[src/rtl/ram_arbiter_pkg.sv]
// Shared definitions for the RAM arbiter: data-path width, fetch-port
// geometry and the encoding of the registered response-owner state.
package ram_arbiter_pkg;

    localparam int WIDTH = 16;  // data port and RAM word/address width
    localparam int IF_AW = 13;  // fetch address (pc) width
    localparam int IF_DW = 16;  // fetched instruction width

    // Which requester owns the RAM response arriving this cycle.
    typedef enum logic [1:0] {
        OWN_NONE = 2'd0,
        OWN_IF   = 2'd1,
        OWN_D_RD = 2'd2,
        OWN_D_WR = 2'd3
    } owner_e;

    // Zero-extend a fetch address onto the RAM address bus.
    function automatic logic [WIDTH-1:0] fetch_addr(input logic [IF_AW-1:0] pc);
        return {{(WIDTH-IF_AW){1'b0}}, pc};
    endfunction

endpackage

[src/rtl/ram_arbiter.sv]
// Single-port RAM arbiter between an instruction-fetch port and a data port.
// Grants and the RAM strobe are combinational from the requests and the
// starvation counter; the response of each access is routed one cycle later
// using the registered owner state. The data port normally wins, but a fetch
// that has lost STARVE_MAX cycles in a row is forced through.
module ram_arbiter
    import ram_arbiter_pkg::*;
#(
    parameter int STARVE_MAX = 3
) (
    input  logic             clk,
    input  logic             rst,
    input  logic             if_req,
    input  logic [IF_AW-1:0] if_addr,
    output logic             if_gnt,
    output logic             if_valid,
    output logic [IF_DW-1:0] if_data,
    input  logic             d_req,
    input  logic             d_we,
    input  logic [WIDTH-1:0] d_addr,
    input  logic [WIDTH-1:0] d_wdata,
    output logic             d_gnt,
    output logic             d_valid,
    output logic [WIDTH-1:0] d_rdata,
    output logic             mem_en,
    output logic             mem_we,
    output logic [WIDTH-1:0] mem_addr,
    output logic [WIDTH-1:0] mem_wdata,
    input  logic [WIDTH-1:0] mem_rdata
);

    localparam int             CW         = (STARVE_MAX < 1) ? 1 : $clog2(STARVE_MAX + 1);
    localparam logic [CW-1:0]  STARVE_LIM = CW'(STARVE_MAX);
    localparam logic [CW-1:0]  STARVE_ONE = CW'(1);

    owner_e          owner_r;
    owner_e          owner_s;
    logic [CW-1:0]   starve_cnt_r;
    logic [CW-1:0]   starve_cnt_s;

    logic            if_gnt_s;
    logic            d_gnt_s;
    logic            mem_en_s;
    logic            mem_we_s;
    logic [WIDTH-1:0] mem_addr_s;
    logic [WIDTH-1:0] mem_wdata_s;

    logic            if_valid_s;
    logic [IF_DW-1:0] if_data_s;
    logic            d_valid_s;
    logic [WIDTH-1:0] d_rdata_s;

    // Owner and starvation-counter state registers.
    always_ff @(posedge clk) begin
        if (rst) begin
            owner_r      <= OWN_NONE;
            starve_cnt_r <= {CW{1'b0}};
        end else begin
            owner_r      <= owner_s;
            starve_cnt_r <= starve_cnt_s;
        end
    end

    // Arbitration, RAM request mux and next owner / starvation count.
    always_comb begin
        if_gnt_s     = 1'b0;
        d_gnt_s      = 1'b0;
        mem_en_s     = 1'b0;
        mem_we_s     = 1'b0;
        mem_addr_s   = {WIDTH{1'b0}};
        mem_wdata_s  = {WIDTH{1'b0}};
        owner_s      = OWN_NONE;
        starve_cnt_s = {CW{1'b0}};

        if (rst) begin
            // Nothing is granted while in reset, so nothing can return later.
            owner_s = OWN_NONE;
        end else begin
            if (if_req && d_req) begin
                if (starve_cnt_r == STARVE_LIM) begin
                    if_gnt_s = 1'b1;
                end else begin
                    d_gnt_s = 1'b1;
                end
            end else if (if_req) begin
                if_gnt_s = 1'b1;
            end else if (d_req) begin
                d_gnt_s = 1'b1;
            end else begin
                if_gnt_s = 1'b0;
            end

            if (if_gnt_s) begin
                mem_en_s   = 1'b1;
                mem_addr_s = fetch_addr(if_addr);
                owner_s    = OWN_IF;
            end else if (d_gnt_s) begin
                mem_en_s    = 1'b1;
                mem_we_s    = d_we;
                mem_addr_s  = d_addr;
                mem_wdata_s = d_wdata;
                owner_s     = d_we ? OWN_D_WR : OWN_D_RD;
            end else begin
                owner_s = OWN_NONE;
            end

            // Count only cycles in which a pending fetch lost; saturate.
            if (if_req && !if_gnt_s) begin
                if (starve_cnt_r == STARVE_LIM) begin
                    starve_cnt_s = starve_cnt_r;
                end else begin
                    starve_cnt_s = starve_cnt_r + STARVE_ONE;
                end
            end else begin
                starve_cnt_s = {CW{1'b0}};
            end
        end
    end

    // Route the RAM response to the port that owned last cycle's access.
    always_comb begin
        if_valid_s = 1'b0;
        if_data_s  = {IF_DW{1'b0}};
        d_valid_s  = 1'b0;
        d_rdata_s  = {WIDTH{1'b0}};

        if (rst) begin
            // A response due during reset is dropped; the requester retries.
            if_valid_s = 1'b0;
        end else begin
            case (owner_r)
                OWN_IF: begin
                    if_valid_s = 1'b1;
                    if_data_s  = mem_rdata[IF_DW-1:0];
                end
                OWN_D_RD: begin
                    d_valid_s = 1'b1;
                    d_rdata_s = mem_rdata;
                end
                OWN_D_WR: begin
                    d_valid_s = 1'b1;
                end
                default: begin
                    if_valid_s = 1'b0;
                end
            endcase
        end
    end

    assign if_gnt    = if_gnt_s;
    assign d_gnt     = d_gnt_s;
    assign mem_en    = mem_en_s;
    assign mem_we    = mem_we_s;
    assign mem_addr  = mem_addr_s;
    assign mem_wdata = mem_wdata_s;
    assign if_valid  = if_valid_s;
    assign if_data   = if_data_s;
    assign d_valid   = d_valid_s;
    assign d_rdata   = d_rdata_s;

endmodule
[config.mk]
export PLATFORM = sky130hd
export DESIGN_NAME = ram_arbiter
export DESIGN_NICKNAME = d
export VERILOG_FILES = /design/src/rtl/ram_arbiter_pkg.sv /design/src/rtl/ram_arbiter.sv
export SDC_FILE = /design/constraint.sdc
export NUM_CORES = 1
export LEC_CHECK = 0
export CAP_MARGIN = 15
export CORE_AREA = 8 8 76 64
export CTS_CLUSTER_SIZE = 20
export DETAILED_ROUTE_END_ITERATION = 6
export DIE_AREA = 0 0 84 72
export GPL_TIMING_DRIVEN = 0
export PLACE_DENSITY = 0.81
export SYNTH_ARGS = -nofsm -noshare
export SYNTH_HDL_FRONTEND = slang
export SYNTH_SLANG_ARGS = --single-unit
[constraint.sdc]
create_clock -name clk -period 2 [get_ports clk]
set_input_delay 0.4 -clock clk [delete_from_list [all_inputs] [get_ports clk]]
set_output_delay 0.4 -clock clk [all_outputs]
set_load 0.02 [all_outputs]
==> results by group <==
Worst setup path
  • Slowest cell on crit path: dlygate4sd2_1
  • Flop2flop setup slack: between 0.8 and 0.9 ns
  • Cell family with the largest share of critical-path delay: buffers and inverters
  • RR Endpoint: owner_r[0]$_SDFF_PP0_
  • Critical Path Start: rst
  • Worst-path cell chain: clkdlybuf4s15_2 -> nor3b_4 -> clkbuf_4 -> and2_1 -> dlygate4sd2_1
  • Crit-path max FO: 10
  • Reg2reg path depth: 5
  • Startpoint Class: primary input
  • Critical path class: primary input to primary output
  • Setup crit end kind: primary output
  • Crit path DAT: 1.51 ns
  • CP required: between 1.5 and 2 ns
  • Stages on the worst setup path: 5
  • Worst flop-to-flop path startpoint: starve_cnt_r[0]$_SDFFE_PP0N_
  • Worst path max stage delay: between 0.3 and 0.4 ns
  • Critical Path Sink: if_data[5]
  • Worst Path Buf+Inv: 3

Synthesis
  • Top cells by count, synth: and2_1, nor2_1, a32oi_1
  • Mapped Nets: between 150 and 200
  • Syn Inst Count: 110
  • Register area share after synthesis: 10.4%
  • Top post-synthesis cells by area: and2_1, a32oi_1, dfxtp_1, nor2_1, buf_2
  • Post-synth EDFFs: 0
  • Mapped Area: 767 sq um
  • Top-area cell type share of the netlist area: 40.8%
  • Main synth FF type: dfxtp_1
  • Synth Area per Inst: ~7 sq um
  • Synth area leader: and2_1
  • Ys async rst share: 0%
  • Ys Warns: 0
  • Flops & latches, synth: 4
  • Count leader, synth: and2_1
  • Yosys cell types: 20

Detailed routing
  • 1st-iter DRT viols: 39
  • Post-route ant nets: 0
  • Vias per cell: around 4.3
  • DRC Markers: 0
  • Final wirelength: ~4700 um
  • DRT Pass-1 Iters: 4
  • Avg WL per Cell: between 15 and 20 um
  • Routed vias: roughly 1.3k

Timing
  • Post-route minimum period: approximately 1.9 ns
  • Slew headroom: between 80% and 90%
  • Hold WS: 0.444 ns
  • Count of final setup violators: 0
  • Worst setup margin: 0.0915 ns
  • Tcrit/Tclk final: a little over nine tenths
  • RSZ-0062 raised after global routing: no
  • Fmax: 524 MHz
  • Worst Tran Pin Value: 0.264 ns
  • Post-route clock skew: between 0.002 and 0.0025 ns
  • Final Hold Viols: 0
  • Max-slew violations: 0

Placement
  • Placed Cells: 288
  • Port-buffer cells: between 100 and 150
  • Final HPWL DP: around 4000 um
  • GP Congestion: approximately 0.74
  • Place WS: -0.767 ns

Power and ir drop
  • Sw Ratio: 34.1%
  • Overall Power: 0.629 mW
  • Pint: ~0.41 mW
  • Reg power frac: between 10 and 15%
  • Clock network fraction of total power: between 20 and 30%
  • Leak: ~1.0 nW
  • Logic pwr share: between 50% and 60%
  • Power per cell area: 310 mW/mm^2
  • Net Switching: 0.215 mW
  • Max VDD drop: roughly 0.16 mV

Clock tree
  • Htree depth: 1
  • Buffer levels on the longest clock path: 2
  • CTS Buf Count: 3
  • CTS sink cnt: 4
  • Clock-pin slew on the worst setup and hold paths: 0.03 ns
  • Clock Latency Late Sink: approximately 0.23 ns
  • CTS tree: yes
  • Root buf cell: clkbuf_8

Global routing
  • Largest net degree at the start of global routing: 11
  • Vias in the first global route: between 1k and 1.5k
  • Global-route wire length before repair: approximately 7200 um
  • Antenna violations before repair: 0
  • Congestion Overflow GR: 0
  • GRT Total Usage: around 15%

Cells and area
  • Register area: ~81 sq um
  • Final Non-Filler Cells: 295
  • Fillers: between 300 and 400
  • Layout cell share with drive strength beyond 1: 28.7%
  • Area delta synth->final: 164%
  • NumNets Final: 320
  • Diodes inserted: 0
  • Multi-input logic area: 637 sq um

Floorplanning
  • Rows: 20
  • Core region area: roughly 0.0037 sq mm
  • Chip Width: between 80 and 90 um
  • I/O Pins: 136
  • Initial Util: 20.9%
  • DIE AREA: 0.00605 sq mm
  • Chip height: between 70 and 80 um

Min path
  • Hold wc startpoint: starve_cnt_r[0]$_SDFFE_PP0N_
  • Hold depth: 1
  • Min-delay worst type: flip-flop to flip-flop

Flow run
  • Number of max-cap violations: 0

Status
  • Status: completed
## power by group through the flow
stage          clock (mW)  combinational [mW]  sequential [mW]
5_1_grt             0.192               0.387           0.0878
6_report            0.181               0.361           0.0871
3_5_place_dp            0               0.396           0.0876
3_3_place_gp            0               0.392           0.0873
2_1_floorplan           0               0.151           0.0869
4_1_cts             0.186               0.373           0.0870
## state kept, by name (all words and copies together), names as in the netlist
register and count:
starve_cnt_r 2, owner_r 2
## how the worst min path moves through the flow
stage / endpoint / slack (ns)
after floorplan: starve_cnt_r[0]$_SDFFE_PP0N_ / 0.40
after global placement: starve_cnt_r[0]$_SDFFE_PP0N_ / 0.41
after detailed placement: starve_cnt_r[0]$_SDFFE_PP0N_ / 0.44
after CTS: starve_cnt_r[0]$_SDFFE_PP0N_ / 0.45
after global routing: starve_cnt_r[0]$_SDFFE_PP0N_ / 0.47
final: starve_cnt_r[0]$_SDFFE_PP0N_ / 0.44
## layer usage
| metal | up-vias | global-route usage [%] | part of all wire [%] | wire length (um) |
|---|---|---|---|---|
| li1 | 652 | - | - | - |
| met1 | 559 | 14.7 | 35 | 1690 |
| met2 | 65 | 28.2 | 54 | 2560 |
| met3 | 5 | 5.15 | 9.2 | 438 |
| met4 | 0 | 4.59 | 1.3 | 60 |
| met5 | - | 0 | 0 | 0 |
## per-stage QoR
| step | setup TNS (ns) | cell area [sq um] | util [%] |
|---|---|---|---|
| 4_1_cts | 0 | 2130 | 57.9 |
| 5_1_grt | 0 | 2030 | 55.1 |
| 2_1_floorplan | 0 | 767 | - |
| 3_5_place_dp | -43.13 | 2160 | 58.8 |
| 6_report | 0 | 2030 | 55.1 |
| 3_3_place_gp | -41.83 | 2160 | 58.8 |
## repair_timing
action | 4_1_cts | 5_1_grt
resized for setup | 186 | 34
cloned | 0 | 0
setup endpoints to repair | 70 | 34
buffers inserted | 4 | 0
hold buffers | 0 | 0
pin swaps | 1 | 0
## cell type report
class,instances,area share (%)
repair buffers,138,55.6
multi-input cells,95,31.4
flip-flops and latches,4,4.01
plain buffers,10,4.01
well taps,44,2.72
clock buffers,3,2.04
inverters,1,0.185
## cell families (layout without fill, tap and decap cells)
kind of cell,count (synthesis),count (layout),synth area share (%)
adders and majority gates,1,1,1.63
and+or+nand+nor,79,79,60.8
buffers and inverters,11,152,9.13
DFF,4,4,10.4
AOI/OAI and AO/OA,15,15,17.9
## cell usage in the layout (no fill, tap or decap), drive strengths merged, types with 2 or more instances in the layout
cell type       n
dfxtp           4
and2           50
nor2           18
nand2           2
nor2b           2
dlygate4sd2    18
clkbuf         13
clkdlybuf4s50  63
and2b           2
clkdlybuf4s15   6
a32oi          13
buf            49
nor4bb          2
Power figures use the tool's default switching activity.
